===== config.mk =====
export PLATFORM = sky130hd
export DESIGN_NAME = adsr_envelope
export DESIGN_NICKNAME = d
export VERILOG_FILES = /design/src/rtl/adsr_pkg.sv /design/src/rtl/adsr_vca_mul.sv /design/src/rtl/adsr_envelope.sv
export SDC_FILE = /design/constraint.sdc
export NUM_CORES = 1
export LEC_CHECK = 0
export ABC_AREA = 1
export ABC_CLOCK_PERIOD_IN_PS = 5400
export CAP_MARGIN = 30
export CORE_MARGIN = 3
export CORE_UTILIZATION = 64
export CTS_CLUSTER_DIAMETER = 30
export DETAILED_ROUTE_END_ITERATION = 10
export PLACE_DENSITY = 0.95
export SLEW_MARGIN = 20
export SYNTH_ARGS = -nofsm -noshare
export SYNTH_HDL_FRONTEND = slang
export SYNTH_SLANG_ARGS = --single-unit
export TNS_END_PERCENT = 5

===== constraint.sdc =====
create_clock -name clk -period 5.4 [get_ports clk]
set_clock_uncertainty 0.1 [all_clocks]
set_input_delay 0.81 -clock clk [delete_from_list [all_inputs] [get_ports clk]]
set_output_delay 0.81 -clock clk [all_outputs]
set_load 0.02 [all_outputs]

===== src/rtl/adsr_pkg.sv =====
// Shared definitions for the ADSR envelope generator and its serial VCA multiplier.
package adsr_pkg;

    typedef enum logic [2:0] {
        StIdle    = 3'd0,
        StAttack  = 3'd1,
        StDecay   = 3'd2,
        StSustain = 3'd3,
        StRelease = 3'd4
    } adsr_state_e;

    localparam int unsigned ACC_W_DEFAULT = 16;

    // One operand-load cycle followed by eight shift-add cycles.
    localparam int unsigned MUL_CYCLES = 9;

endpackage


===== src/rtl/adsr_vca_mul.sv =====
// Serial 8x8 shift-add multiplier: load on start, eight add cycles, one-cycle done pulse.
module adsr_vca_mul
    import adsr_pkg::*;
(
    input  logic       clk,
    input  logic       system_rst_n,
    input  logic       start,
    input  logic [7:0] a,
    input  logic [7:0] b,
    output logic       done,
    output logic [7:0] product
);

    localparam int unsigned ADD_CYCLES = MUL_CYCLES - 1;

    logic [15:0] a_sh_q;
    logic [15:0] acc_q;
    logic [7:0]  b_sh_q;
    logic [3:0]  cnt_q;
    logic        done_q;

    always_ff @(posedge clk or negedge system_rst_n) begin
        if (!system_rst_n) begin
            a_sh_q <= '0;
            acc_q  <= '0;
            b_sh_q <= '0;
            cnt_q  <= '0;
            done_q <= 1'b0;
        end else begin
            done_q <= 1'b0;
            if (start) begin
                a_sh_q <= {8'd0, a};
                b_sh_q <= b;
                acc_q  <= '0;
                cnt_q  <= 4'(ADD_CYCLES);
            end else if (cnt_q != 4'd0) begin
                if (b_sh_q[0]) begin
                    acc_q <= acc_q + a_sh_q;
                end
                a_sh_q <= a_sh_q << 1;
                b_sh_q <= b_sh_q >> 1;
                cnt_q  <= cnt_q - 4'd1;
                done_q <= (cnt_q == 4'd1);
            end
        end
    end

    assign done    = done_q;
    assign product = acc_q[15:8];

endmodule


===== src/rtl/adsr_envelope.sv =====
// ADSR envelope generator with serial VCA. Define ADSR_EXP_RELEASE_EN for an
// exponential-like release tail (step grows with the current level).
module adsr_envelope
    import adsr_pkg::*;
#(
    parameter int unsigned PRESCALE_W = 8,
    parameter int unsigned ACC_W      = ACC_W_DEFAULT
) (
    input  logic       clk,
    input  logic       system_rst_n,
    input  logic       enable,
    input  logic       gate,
    input  logic [7:0] attack_rate,
    input  logic [7:0] decay_rate,
    input  logic [7:0] release_rate,
    input  logic [7:0] sustain_level,
    input  logic [7:0] audio_in,
    output logic [7:0] audio_out,
    output logic [7:0] env_level,
    output logic       env_active,
    output logic [2:0] env_state
);

    logic                  gate_s1_q;
    logic                  gate_s2_q;
    logic                  gate_prev_q;
    logic                  rise;
    logic [PRESCALE_W-1:0] presc_q;
    logic                  tick;
    adsr_state_e           state_q;
    logic [ACC_W-1:0]      acc_q;
    logic                  env_active_q;
    logic [ACC_W:0]        att_sum;
    logic [ACC_W:0]        dec_diff;
    logic [ACC_W:0]        rel_step;
    logic [ACC_W-1:0]      sus_acc;
    logic [3:0]            vca_cnt_q;
    logic                  vca_start;
    logic                  vca_done;
    logic [7:0]            vca_product;
    logic [7:0]            audio_out_q;

    always_ff @(posedge clk or negedge system_rst_n) begin
        if (!system_rst_n) begin
            gate_s1_q   <= 1'b0;
            gate_s2_q   <= 1'b0;
            gate_prev_q <= 1'b0;
        end else begin
            gate_s1_q   <= gate;
            gate_s2_q   <= gate_s1_q;
            gate_prev_q <= gate_s2_q;
        end
    end

    assign rise = gate_s2_q & ~gate_prev_q;

    always_ff @(posedge clk or negedge system_rst_n) begin
        if (!system_rst_n) begin
            presc_q <= '0;
        end else if (enable) begin
            presc_q <= presc_q + PRESCALE_W'(1);
        end
    end

    assign tick = enable && (presc_q == {PRESCALE_W{1'b1}});

    assign att_sum  = {1'b0, acc_q} + (ACC_W+1)'(attack_rate);
    assign dec_diff = {1'b0, acc_q} - (ACC_W+1)'(decay_rate);
`ifdef ADSR_EXP_RELEASE_EN
    assign rel_step = (ACC_W+1)'(release_rate) + (ACC_W+1)'(acc_q >> 6);
`else
    assign rel_step = (ACC_W+1)'(release_rate);
`endif

    always_comb begin
        sus_acc = '0;
        sus_acc[ACC_W-1 -: 8] = sustain_level;
    end

    // Rise outranks everything and suppresses that cycle's step; a low gate
    // forces release from any sounding phase without waiting for a tick.
    always_ff @(posedge clk or negedge system_rst_n) begin
        if (!system_rst_n) begin
            state_q      <= StIdle;
            acc_q        <= '0;
            env_active_q <= 1'b0;
        end else if (enable) begin
            if (rise) begin
                state_q      <= StAttack;
                env_active_q <= 1'b1;
            end else if (!gate_s2_q && (state_q inside {StAttack, StDecay, StSustain})) begin
                state_q      <= StRelease;
                env_active_q <= 1'b1;
            end else begin
                case (state_q)
                    StAttack: begin
                        if (tick) begin
                            if (attack_rate == 8'd0 || att_sum >= {1'b0, {ACC_W{1'b1}}}) begin
                                acc_q   <= '1;
                                state_q <= StDecay;
                            end else begin
                                acc_q <= att_sum[ACC_W-1:0];
                            end
                        end
                    end
                    StDecay: begin
                        if (tick) begin
                            if (decay_rate == 8'd0 || dec_diff[ACC_W] ||
                                dec_diff[ACC_W-1 -: 8] <= sustain_level) begin
                                acc_q   <= sus_acc;
                                state_q <= StSustain;
                            end else begin
                                acc_q <= dec_diff[ACC_W-1:0];
                            end
                        end
                    end
                    StSustain: begin
                        acc_q <= sus_acc;
                    end
                    StRelease: begin
                        if (tick) begin
                            if (release_rate == 8'd0 || rel_step >= {1'b0, acc_q}) begin
                                acc_q        <= '0;
                                state_q      <= StIdle;
                                env_active_q <= 1'b0;
                            end else begin
                                acc_q <= acc_q - rel_step[ACC_W-1:0];
                            end
                        end
                    end
                    default: ;
                endcase
            end
        end
    end

    always_ff @(posedge clk or negedge system_rst_n) begin
        if (!system_rst_n) begin
            vca_cnt_q <= '0;
        end else if (vca_cnt_q == 4'(MUL_CYCLES - 1)) begin
            vca_cnt_q <= '0;
        end else begin
            vca_cnt_q <= vca_cnt_q + 4'd1;
        end
    end

    assign vca_start = (vca_cnt_q == 4'd0);

    adsr_vca_mul u_vca_mul (
        .clk          (clk),
        .system_rst_n (system_rst_n),
        .start        (vca_start),
        .a            (audio_in),
        .b            (env_level),
        .done         (vca_done),
        .product      (vca_product)
    );

    always_ff @(posedge clk or negedge system_rst_n) begin
        if (!system_rst_n) begin
            audio_out_q <= '0;
        end else if (!enable) begin
            audio_out_q <= '0;
        end else if (vca_done) begin
            audio_out_q <= vca_product;
        end
    end

    assign audio_out  = audio_out_q;
    assign env_level  = acc_q[ACC_W-1 -: 8];
    assign env_active = env_active_q;
    assign env_state  = state_q;

endmodule


; ---- Word level (Yosys, flattened, before mapping)
; Index checks and enable logic that the tools add are counted.
[op_classes]
order_cmp = 3
shifts = 0
reduce_logical = 24
n_addsub = 7
multipliers = 0
n_mux = 35
n_div = 0
n_eq_ne = 17
bitwise_logic = 4
[ops]
columns = operator, count
row1 = 16-bit 2-to-1 mux, 11
row2 = 16-bit one-hot mux with 4 select lines, 1
row3 = 8-bit 2-to-1 mux, 4
row4 = 8-bit zero test, 3
row5 = 3-bit 2-to-1 mux, 8
row6 = 16-bit by 8-bit adder with 17-bit output, 1
row7 = 17-bit by 16-bit >= comparator with 1-bit output (second input constant), 1
row8 = 16-bit by 8-bit subtractor with 17-bit output, 1
row9 = 16-bit adder, 1
row10 = 8-bit by 16-bit >= comparator with 1-bit output, 1
row11 = 16-bit by 8-bit subtractor with 16-bit output, 1
row12 = 4-bit 2-to-1 mux, 3
row13 = 3-bit nonzero test, 4
row14 = 3-bit one-hot mux with 3 select lines, 1
row15 = 8-bit by 1-bit adder with 8-bit output (second input constant), 1
row16 = 8-bit equality test (second input constant), 1
row17 = 8-bit <= comparator, 1
row18 = 4-bit by 2-bit != test with 1-bit output (second input constant), 2
row19 = 4-bit by 3-bit != test with 1-bit output (second input constant), 2
row20 = 4-bit != test (second input constant), 2
row21 = 8-bit AND reduction, 1
row22 = 4-bit nonzero test, 2
row23 = 1-bit 2-to-1 mux, 7
row24 = 7-bit AND reduction, 1
row25 = other kinds (19), 29
[totals]
in_bits = 44
regBits = 88
mem_bits_rw = 0
mem_bits_ro = 0
latchBits = 0
mem_count = 0
out_inout_bits = 20

; ---- Depth between registers and ports, before layout
; Gate-level depths: netlist of the first run.
[depth]
depth_word = 8
depth_mapped = 27

; ---- Cells and area by module
; From an unflattened synthesis of the first run, not the netlist that was laid out.
[unflattened]
hier_cells = 1117
hier_area_um2 = 7611.0
[modules_own_cells]
columns = mod, n_inst, seq_area_each_um2, area_each_um2, cells_each
row1 = adsr_envelope, 1, 1076.0, 4790.8, 746
row2 = adsr_vca_mul, 1, 1126.1, 2820.2, 371

; ---- Worst setup path after synthesis of the first run
; Ideal clock, no wire load.
[synth_path]
path_type = input port to flip-flop
startpoint = in decay_rate[0]
endpoint = reg acc_q[10]
arrival_time_ns = 3.306
setup_slack_ns = 1.878
t_required_ns = 5.183
stages = 25
n_path_buf = 1
cell_sequence = ha_1 -> fa_1 -> inv_1 -> nand4_1 -> nand3_1 -> nand2_1 -> nand2_1 -> inv_2 -> nand3_1 -> nand2_1 -> nand2_1 -> inv_1 -> ha_1 -> nand2_1 -> nor2_1 -> nand3_1 -> nand2_1 -> nand2_1 -> a21oi_1 -> buf_4 -> nand3_1 -> nand3_1 -> nand3b_1 -> nand2_1 -> nand2_1
[synth_between]
elab_chain_len = 6
word_cells_on_any_way = 8
[synth_lines]
columns = item, line_no
row1 = start: declaration, adsr_envelope.sv:14  ; input logic [7:0] decay_rate,
row2 = 16-bit by 8-bit subtractor with 17-bit output or 8-bit zero test (tied branches), "adsr_envelope.sv:68, adsr_envelope.sv:108"
row3 = 8-bit <= comparator or 1-bit logical OR (tied branches), "adsr_envelope.sv:109, adsr_envelope.sv:108"
row4 = 1-bit logical OR, adsr_envelope.sv:108  ; if (decay_rate == 8'd0 || dec_diff[ACC_W] ||
row5 = 16-bit 2-to-1 mux *, adsr_envelope.sv:108
row6 = 16-bit 2-to-1 mux *, adsr_envelope.sv:107  ; if (tick) begin
row7 = 16-bit one-hot mux with 4 select lines *, adsr_envelope.sv:95  ; case (state_q)
row8 = end signal: assignment, adsr_envelope.sv:102  ; acc_q <= att_sum[ACC_W-1:0];
row9 = end signal: assignment, adsr_envelope.sv:110  ; acc_q <= sus_acc;
row10 = end signal: assignment, adsr_envelope.sv:113  ; acc_q <= dec_diff[ACC_W-1:0];
row11 = end: declaration, adsr_envelope.sv:31  ; logic [ACC_W-1:0] acc_q;
; Every way passes the cells marked *; elsewhere a longest branch is shown, timed or not. The select of a mux whose other input is x is not followed.
; A chain may end at the register's enable or synchronous reset.

; ---- Final worst setup path of the first run
[layout_path]
startpoint = in decay_rate[2]
endpoint = reg acc_q[2]
; Same word-level chain as after synthesis.

==> results list, run 1 <==
- The run finished with clean final reports.
- Type of the worst min-delay path: in2async
- At the pin with the least slew margin, the transition time is 0.727 ns.
- The tool flagged a number of max-cap violations equal to 0.
* Clock latency on the worst-skew pair: 0.38 ns
* Area of the multi-input gates: 0.00413 sq mm
- Cell total after placement: 1225
- Number of core rows: 37
* Area growth, synth to finish: 11.9%
- From left edge to right edge, the die measures 112 um.
- Final-report hold violation count: 0
* Number of global-route vias before repair: 7124
- Max Freq: 233 MHz
- For the worst setup path, the data arrival time is 4.49 ns.
* GR Util All Layers: 31.0%
* Number of antenna repair diodes: 0
- The final max-slew violation count was 0.
- Netlist area before placement: 0.00716 sq mm
* DPL Wire Length: 14000 um
* Gate family responsible for the most delay along the worst path: simple AND/OR/NAND/NOR gates
- Placement-stage worst setup slack: 0.786 ns
- First-iteration detailed-routing DRC count: 752
* Power Density: 472 mW/mm^2
- Counting stages on the worst path, the most repeated cell is nand2_1.
- Setup violations remaining at the end of the flow were counted as 0.
- After layout, the worst path uses 79.4% of the clock period.
- The worst setup path is launched from an input pin.
- Counting the fill cells in the layout gives 800.
- The clock passes through at most 2 buffers.
- Total number of vias: 7356
* Yosys Warn Count: 0
- Cell count after synthesis: 1057
- Max FO, Critical Path: 12
- Final weighted congestion in routability-driven placement: 0.968
* Crit path buf inv count: 3
- Synthesis-stage register bit count: 88
- Setup repair after global routing left no endpoint under its margin.
* Vias per Instance: 5.93
* Register-to-register path setup slack: 1.53 ns
* Fin cells: 1241
- Post-layout min period: 4.29 ns
- The first global-routing pass estimated 32100 um of wire.
- CP Capture Type: register
- Initial antenna violation count: 0
- Total wire length: 19000 um
* Number of distinct library cell variants in the gate-level netlist after synthesis: 41
* Capturing point of the worst reg2reg path: acc_q[2]
- Worst reg2reg startpoint: acc_q[1]
- Ratio of cells with drive above 1 in the final layout: 4.07%
* Wire length per cell after detailed routing: 15.3 um
* Leakage: 4.19 nW
- Hold timing on the final database bottoms out at a slack of 0.270 ns.
* Overall power after layout: 3.78 mW
- Slowest cell on the critical path: clkdlybuf4s50_1
- Count of clock tree sinks: 88
- The die is 112 um tall.
* Total negative slack: 0 ns
* Worst Reg-to-Reg Cells: 23
- Entering global routing, the biggest net connects 52 pins.
- In the routed design, unresolved DRC markers number 0.
- CTS H-Tree Depth: 3
- Required time at the worst-slack endpoint: 5.60 ns
* FF/Latch Area: 0.00220 sq mm
- Measured against its own limit, the worst slew margin works out to 51.5%.
- The worst path meets setup with 1.11 ns of slack.
- The setup path with the least slack is of type in2reg.
- In this run the count of I/O pins placed on the die edge is 64.
- Clock transition at the registers of the reported paths: 0.10 ns
* Net count after synthesis: 1157
* Core footprint: 0.0106 sq mm
- The floorplan step defined a die boundary enclosing 0.0125 sq mm.
- Once the floorplan was initialized, standard cells occupied 67.5% of the core.
- Number of hold-repair buffers added at the cts stage: 0
* Worst path max stage delay: 0.45 ns
- Number of clock buffers inserted by TritonCTS: 9
- Once detail routing completed, the nets flagged for antenna violations numbered 0.
- VDD sags by at most 291 uV.
* Clock tree from TritonCTS: yes
* Number of search-and-repair iterations in the first detailed-routing pass: 6
- For this run, the register share of the synthesized area comes to 30.8%.
- Number of gates resized after cts: 0
- Global routing finished with a remaining overflow of 0.
- Post-synthesis area per instance: 6.77 sq um
- Total Nets Final: 1200
- Master cell of the clock root buffer: clkbuf_8
- Number of setup buffers added after CTS: 0
- Port Buffer Count: 63
==> sequential cells by signal (all words and copies together) (netlist names) <==
register          count
acc_q                16
audio_out             8
env_active            1
env_state             3
gate_prev_q           1
gate_s1_q             1
gate_s2_q             1
presc_q               8
u_vca_mul.a_sh_q     16
u_vca_mul.acc_q      16
u_vca_mul.b_sh_q      8
u_vca_mul.cnt_q       4
u_vca_mul.done        1
vca_cnt_q             4
==> logic make-up (layout without fill, tap and decap cells) <==
group,after synthesis,in the layout,share of synthesized area [%]
AO/OA/AOI/OAI,174,174,13.2
XOR/XNOR,25,25,3.06
buffers and inverters,201,249,11.6
flip-flops,88,88,30.8
adder cells (fa/ha/maj),56,56,10.2
AND/OR/NAND/NOR,513,513,31.2
==> cell usage after synthesis (all sizes together) <==
| master | instances | area share, % |
|---|---|---|
| nand2 | 278 | 15 |
| inv | 163 | 8.6 |
| nand3 | 113 | 8.1 |
| dfrtp | 88 | 31 |
| nor2 | 76 | 4.1 |
| o21ai | 74 | 5.2 |
| a21oi | 67 | 4.7 |
| ha | 52 | 9.1 |
| buf | 24 | 2.3 |
| xor2 | 19 | 2.3 |
| nand4 | 14 | 1.2 |
| clkbuf | 12 | 0.63 |
| nand3b | 12 | 1.3 |
| nor3 | 11 | 0.84 |
| o22ai | 10 | 0.87 |
| o31ai | 7 | 0.73 |
| xnor2 | 6 | 0.73 |
| a31oi | 5 | 0.44 |
| fa | 4 | 1.1 |
| or2 | 4 | 0.35 |
| a21boi | 3 | 0.31 |
| nor4 | 3 | 0.26 |
| o21bai | 3 | 0.31 |
| clkinv | 2 | 0.10 |
| nor3b | 2 | 0.21 |
| o211ai | 2 | 0.21 |
| a211o | 1 | 0.12 |
| a211oi | 1 | 0.10 |
| o2111ai | 1 | 0.12 |
==> layout make-up <==
class / count / area share [%]
clock inverter: 7 / 1.27
inverter: 165 / 7.73
sequential: 88 / 27.5
tap: 136 / 2.12
timing repair buffer: 68 / 8.31
clock buffer: 9 / 1.55
multi-input combinational: 768 / 51.5
==> layout by cell type, fill, tap and decap left out, types with 6 or more instances in the layout <==
cell type and instances:
nand3b_1 12, nand4_1 14, ha_1 52, nand2_2 6, o22ai_1 10, buf_4 6, nor3_1 10, nand3_1 110
nor2_1 72, nand2_1 272, o21ai_0 71, clkdlybuf4s50_1 62, inv_1 160, xnor2_1 6, clkbuf_8 9, xor2_1 19
a21oi_1 66, dfrtp_1 88, o31ai_1 7
==> layer usage <==
| layer | share of wire (%) | wire length, um | vias up | global-route usage [%] |
|---|---|---|---|---|
| met1 | 39 | 7480 | 3336 | 37.9 |
| li1 | - | - | 3526 | - |
| met2 | 48 | 9100 | 396 | 51.8 |
| met3 | 7.1 | 1350 | 98 | 5.11 |
| met4 | 5.5 | 1050 | 0 | 17.4 |
| met5 | 0 | 0 | - | 0 |
==> per-stage QoR <==
stage / instance area (sq um) / utilization [%]
finish: 8010 / 75.5
floorplan: 7160 / -
CTS: 8010 / 75.5
global route: 8010 / 75.5
detailed placement: 7780 / 73.4
global placement: 7780 / 73.4
==> worst register-to-register path, delay by kind of cell, from the launching register on <==
kind                       cells  cell delay [ns]
buffers and inverters          4             0.34
AOI/OAI and AO/OA              1             0.14
DFF                            1             0.53
adders and majority gates      2             0.70
and+or+nand+nor               16             1.99
==> report_power, final <==
| group | leakage, nW | switching [mW] | internal [mW] | total [mW] |
|---|---|---|---|---|
| combinational | 2.94 | 1.44 | 0.803 | 2.24 |
| sequential | 1.13 | 0.202 | 0.796 | 0.998 |
| clock | 0.112 | 0.270 | 0.266 | 0.536 |
| total | 4.19 | 1.91 | 1.87 | 3.78 |
==> worst max path at each step <==
stage	start	endpoint	slack (ns)	cells past startpoint
2_1_floorplan	decay_rate[0]	acc_q[10]	1.88	25
3_5_place_dp	decay_rate[2]	acc_q[2]	0.79	25
4_1_cts	decay_rate[2]	acc_q[2]	1.17	25
5_1_grt	decay_rate[2]	acc_q[2]	0.60	25
3_3_place_gp	decay_rate[2]	acc_q[2]	0.93	25
6_report	decay_rate[2]	acc_q[2]	1.11	25
(Power assumes the default switching activity.)
==> inputs of run 2 (changes only) <==
- ABC_CLOCK_PERIOD_IN_PS: 5400 -> 4500
- CORE_UTILIZATION: 64 -> 59
- PLACE_DENSITY: 0.95 -> 0.89
- clock period: 5.4 -> 4.5 ns (I/O delays scaled with it)
==> run 2 against run 1 <==
Global-route usage fell by 2.7 points; worst setup slack got worse by 0.60 ns; cell count rose by 0.89%; count of clock-buffer cells in the layout rose by 1; critical path depth rose by 2; die area rose by 8.0%; largest cell class unchanged; non-clock buffer count rose by 5; final area rose by 1.1%.
==> results list, run 2 (synthesis results as in run 1) <==
- Outcome: completed
- Number of core rows: 39
- At the pin with the least slew margin, the transition time is 0.742 ns.
- Number of global-route vias before repair: 6567
- For this block, the routed nets add up to 18100 um of wire.
* Leakage: 4.23 nW
- Across all setup checks in the final design, the least slack found is 0.513 ns.
- Clock latency on the worst-skew pair: 0.35 ns
- Number of remaining DRC errors: 0
- The worst-case IR drop observed on VDD is 362 uV.
- Clock-pin slew was measured on the worst setup and hold paths at 0.07 ns.
- Relative to the synthesized area, the layout overhead comes to 13.1%.
- The path class of the tightest hold or removal check is reg2reg.
- In the final layout, flip-flops and latches occupy 0.00220 sq mm.
- Timing would allow up to 251 MHz.
* DPL Wire Length: 13700 um
- Clock tree from TritonCTS: yes
- Max-slew headroom at the worst pin: 50.5%
* Wire length per cell after detailed routing: 14.4 um
- GR Util All Layers: 28.2%
- The die covers 0.0135 sq mm.
* Number of buffers on the longest clock path: 2
- Of the cells placed in the final design, the portion with a size suffix greater than 1 is 4.33%.
- The tree built by TritonCTS fans out to 88 sinks.
- During placement, the flow inserted port buffers numbering 63.
- The library cells used most frequently in the layout, excluding fill and tap cells, are 272 x nand2_1, 160 x inv_1, 110 x nand3_1, 88 x dfrtp_1, 72 x nor2_1.
- Number of search-and-repair iterations in the first detailed-routing pass: 5
- Summed over all layers, the global routing overflow is 0.
- Die extent in y: 116 um
* Max FO, Critical Path: 5
* Global-route wire length before repair: 30400 um
- Crit path buf inv count: 5
- CTS H-Tree Depth: 3
- The initial antenna violation count was 1.
* Maximum number of pins on one net before global-route repair: 60
- At the worst endpoint, the required time is 4.64 ns.
- Power Density: 565 mW/mm^2
* Leading cell type in the layout, fill and taps excluded: nand2_1
- For the final routed database, the setup TNS stands at 0 ns.
- Cell total after placement: 1237
- Data arrival time at the worst-slack endpoint: 4.13 ns
- Area of the multi-input gates: 0.00413 sq mm
* Master cell of the clock root buffer: clkbuf_16
* Number of max-cap violations: 0
- Setup violations remaining at the end of the flow were counted as 0.
- Unrepaired setup endpoints after global routing: no
- First-iteration detailed-routing DRC count: 569
- The final max-slew violation count is 0.
* Utilization after layout: 69.7%
- Total number of vias: 7026
- Number of gates resized after cts: 0
- The worst path in the final design needs a cycle of 3.99 ns, including I/O delays and setup.
* Most frequent cell on the critical path: nand2_1
* Count of nets left with antenna violations after detail routing: 0
- Fin cells: 1252
- The final layout contains 1205 nets.
* Post-route fraction of the period consumed by the critical path: 88.6%
- Gate family responsible for the most delay along the worst path: simple AND/OR/NAND/NOR gates
- After filler insertion, the fill cell instance count of the layout stands at 976.
- Buffers inserted to repair hold after CTS numbered 0.
- During I/O placement, the number of pins put on the boundary was 64.
* Placement-stage worst setup slack: 0.236 ns
- The final-report hold violation count is 0.
- Number of antenna repair diodes: 0
* Slowest cell on the critical path: clkdlybuf4s50_1
- CP Capture Type: register
- Startpoint-to-endpoint class of the critical path: in2reg
- The design draws 4.57 mW.
- After clock tree synthesis, the setup repair step added 0 buffers.
* Core footprint: 0.0116 sq mm
- Worst path max stage delay: 0.43 ns
* Initial core utilization: 61.6%
- The largest registers in the layout are acc_q x16, u_vca_mul.a_sh_q x16, u_vca_mul.acc_q x16.
* Vias per Instance: 5.61
- In this run, CTS created clock tree buffers numbering 9.
* Final weighted congestion in routability-driven placement: 0.940
- Floorplan die width: 116 um
- CP startpoint kind: input pin
## run 2: cell types whose count changed in the layout (fill, tap and decap cells not counted)
| cell | delta |
|---|---|
| buf_4 | +5 |
| bufinv_16 | -2 |
| clkbuf_1 | +1 |
| clkbuf_16 | +9 |
| clkbuf_8 | -9 |
| clkinv_2 | +1 |
| clkinv_4 | +2 |
| inv_6 | -2 |
| inv_8 | -1 |
## run 2: cell type report
cell class	instances	area share [%]
inverter	165	7.65
multi-input combinational	768	51.0
timing repair buffer	73	8.69
sequential	88	27.2
clock inverter	5	0.433
clock buffer	10	2.83
tap	143	2.21
## run 2: final timing paths
| kind | startpoint | to | slack, ns | cells past startpoint |
|---|---|---|---|---|
| min reg2reg | gate_s1_q | gate_s2_q | 0.25 | 0 |
| min | gate_s1_q | gate_s2_q | 0.25 | 0 |
| max | decay_rate[0] | env_state[0] | 0.51 | 27 |
| max in group asynchronous | system_rst_n | vca_cnt_q[0] | 3.14 | 2 |
| min in group asynchronous | system_rst_n | u_vca_mul.a_sh_q[5] | 0.28 | 1 |
| max reg2reg | acc_q[1] | env_state[0] | 0.80 | 26 |
## run 2: per-layer routing
metal,share of wire [%],track usage (%),wire (um),vias up
li1,-,-,-,3538
met1,43,36.4,7730,3202
met2,48,47.4,8730,233
met3,5.9,5.65,1070,51
met4,2.9,10.1,531,2
met5,0.094,0,17,-
## run 2: power by group
part           internal [mW]  switching, mW
combinational          0.996           1.72
sequential             0.958          0.211
clock                  0.371          0.315
total                   2.32           2.25
## run 2: metrics by stage
step	cell area, sq um	hold slack [ns]
2_1_floorplan	7160	0.231
5_1_grt	8090	0.260
6_report	8090	0.248
3_5_place_dp	7830	0.236
3_3_place_gp	7830	0.239
4_1_cts	8090	0.250
==> inputs of run 3 (changes only) <==
- SETUP_SLACK_MARGIN: unset -> 0.02
==> results of run 3 <==
Same layout as run 2: the final DEF is identical, and so are final timing and power.
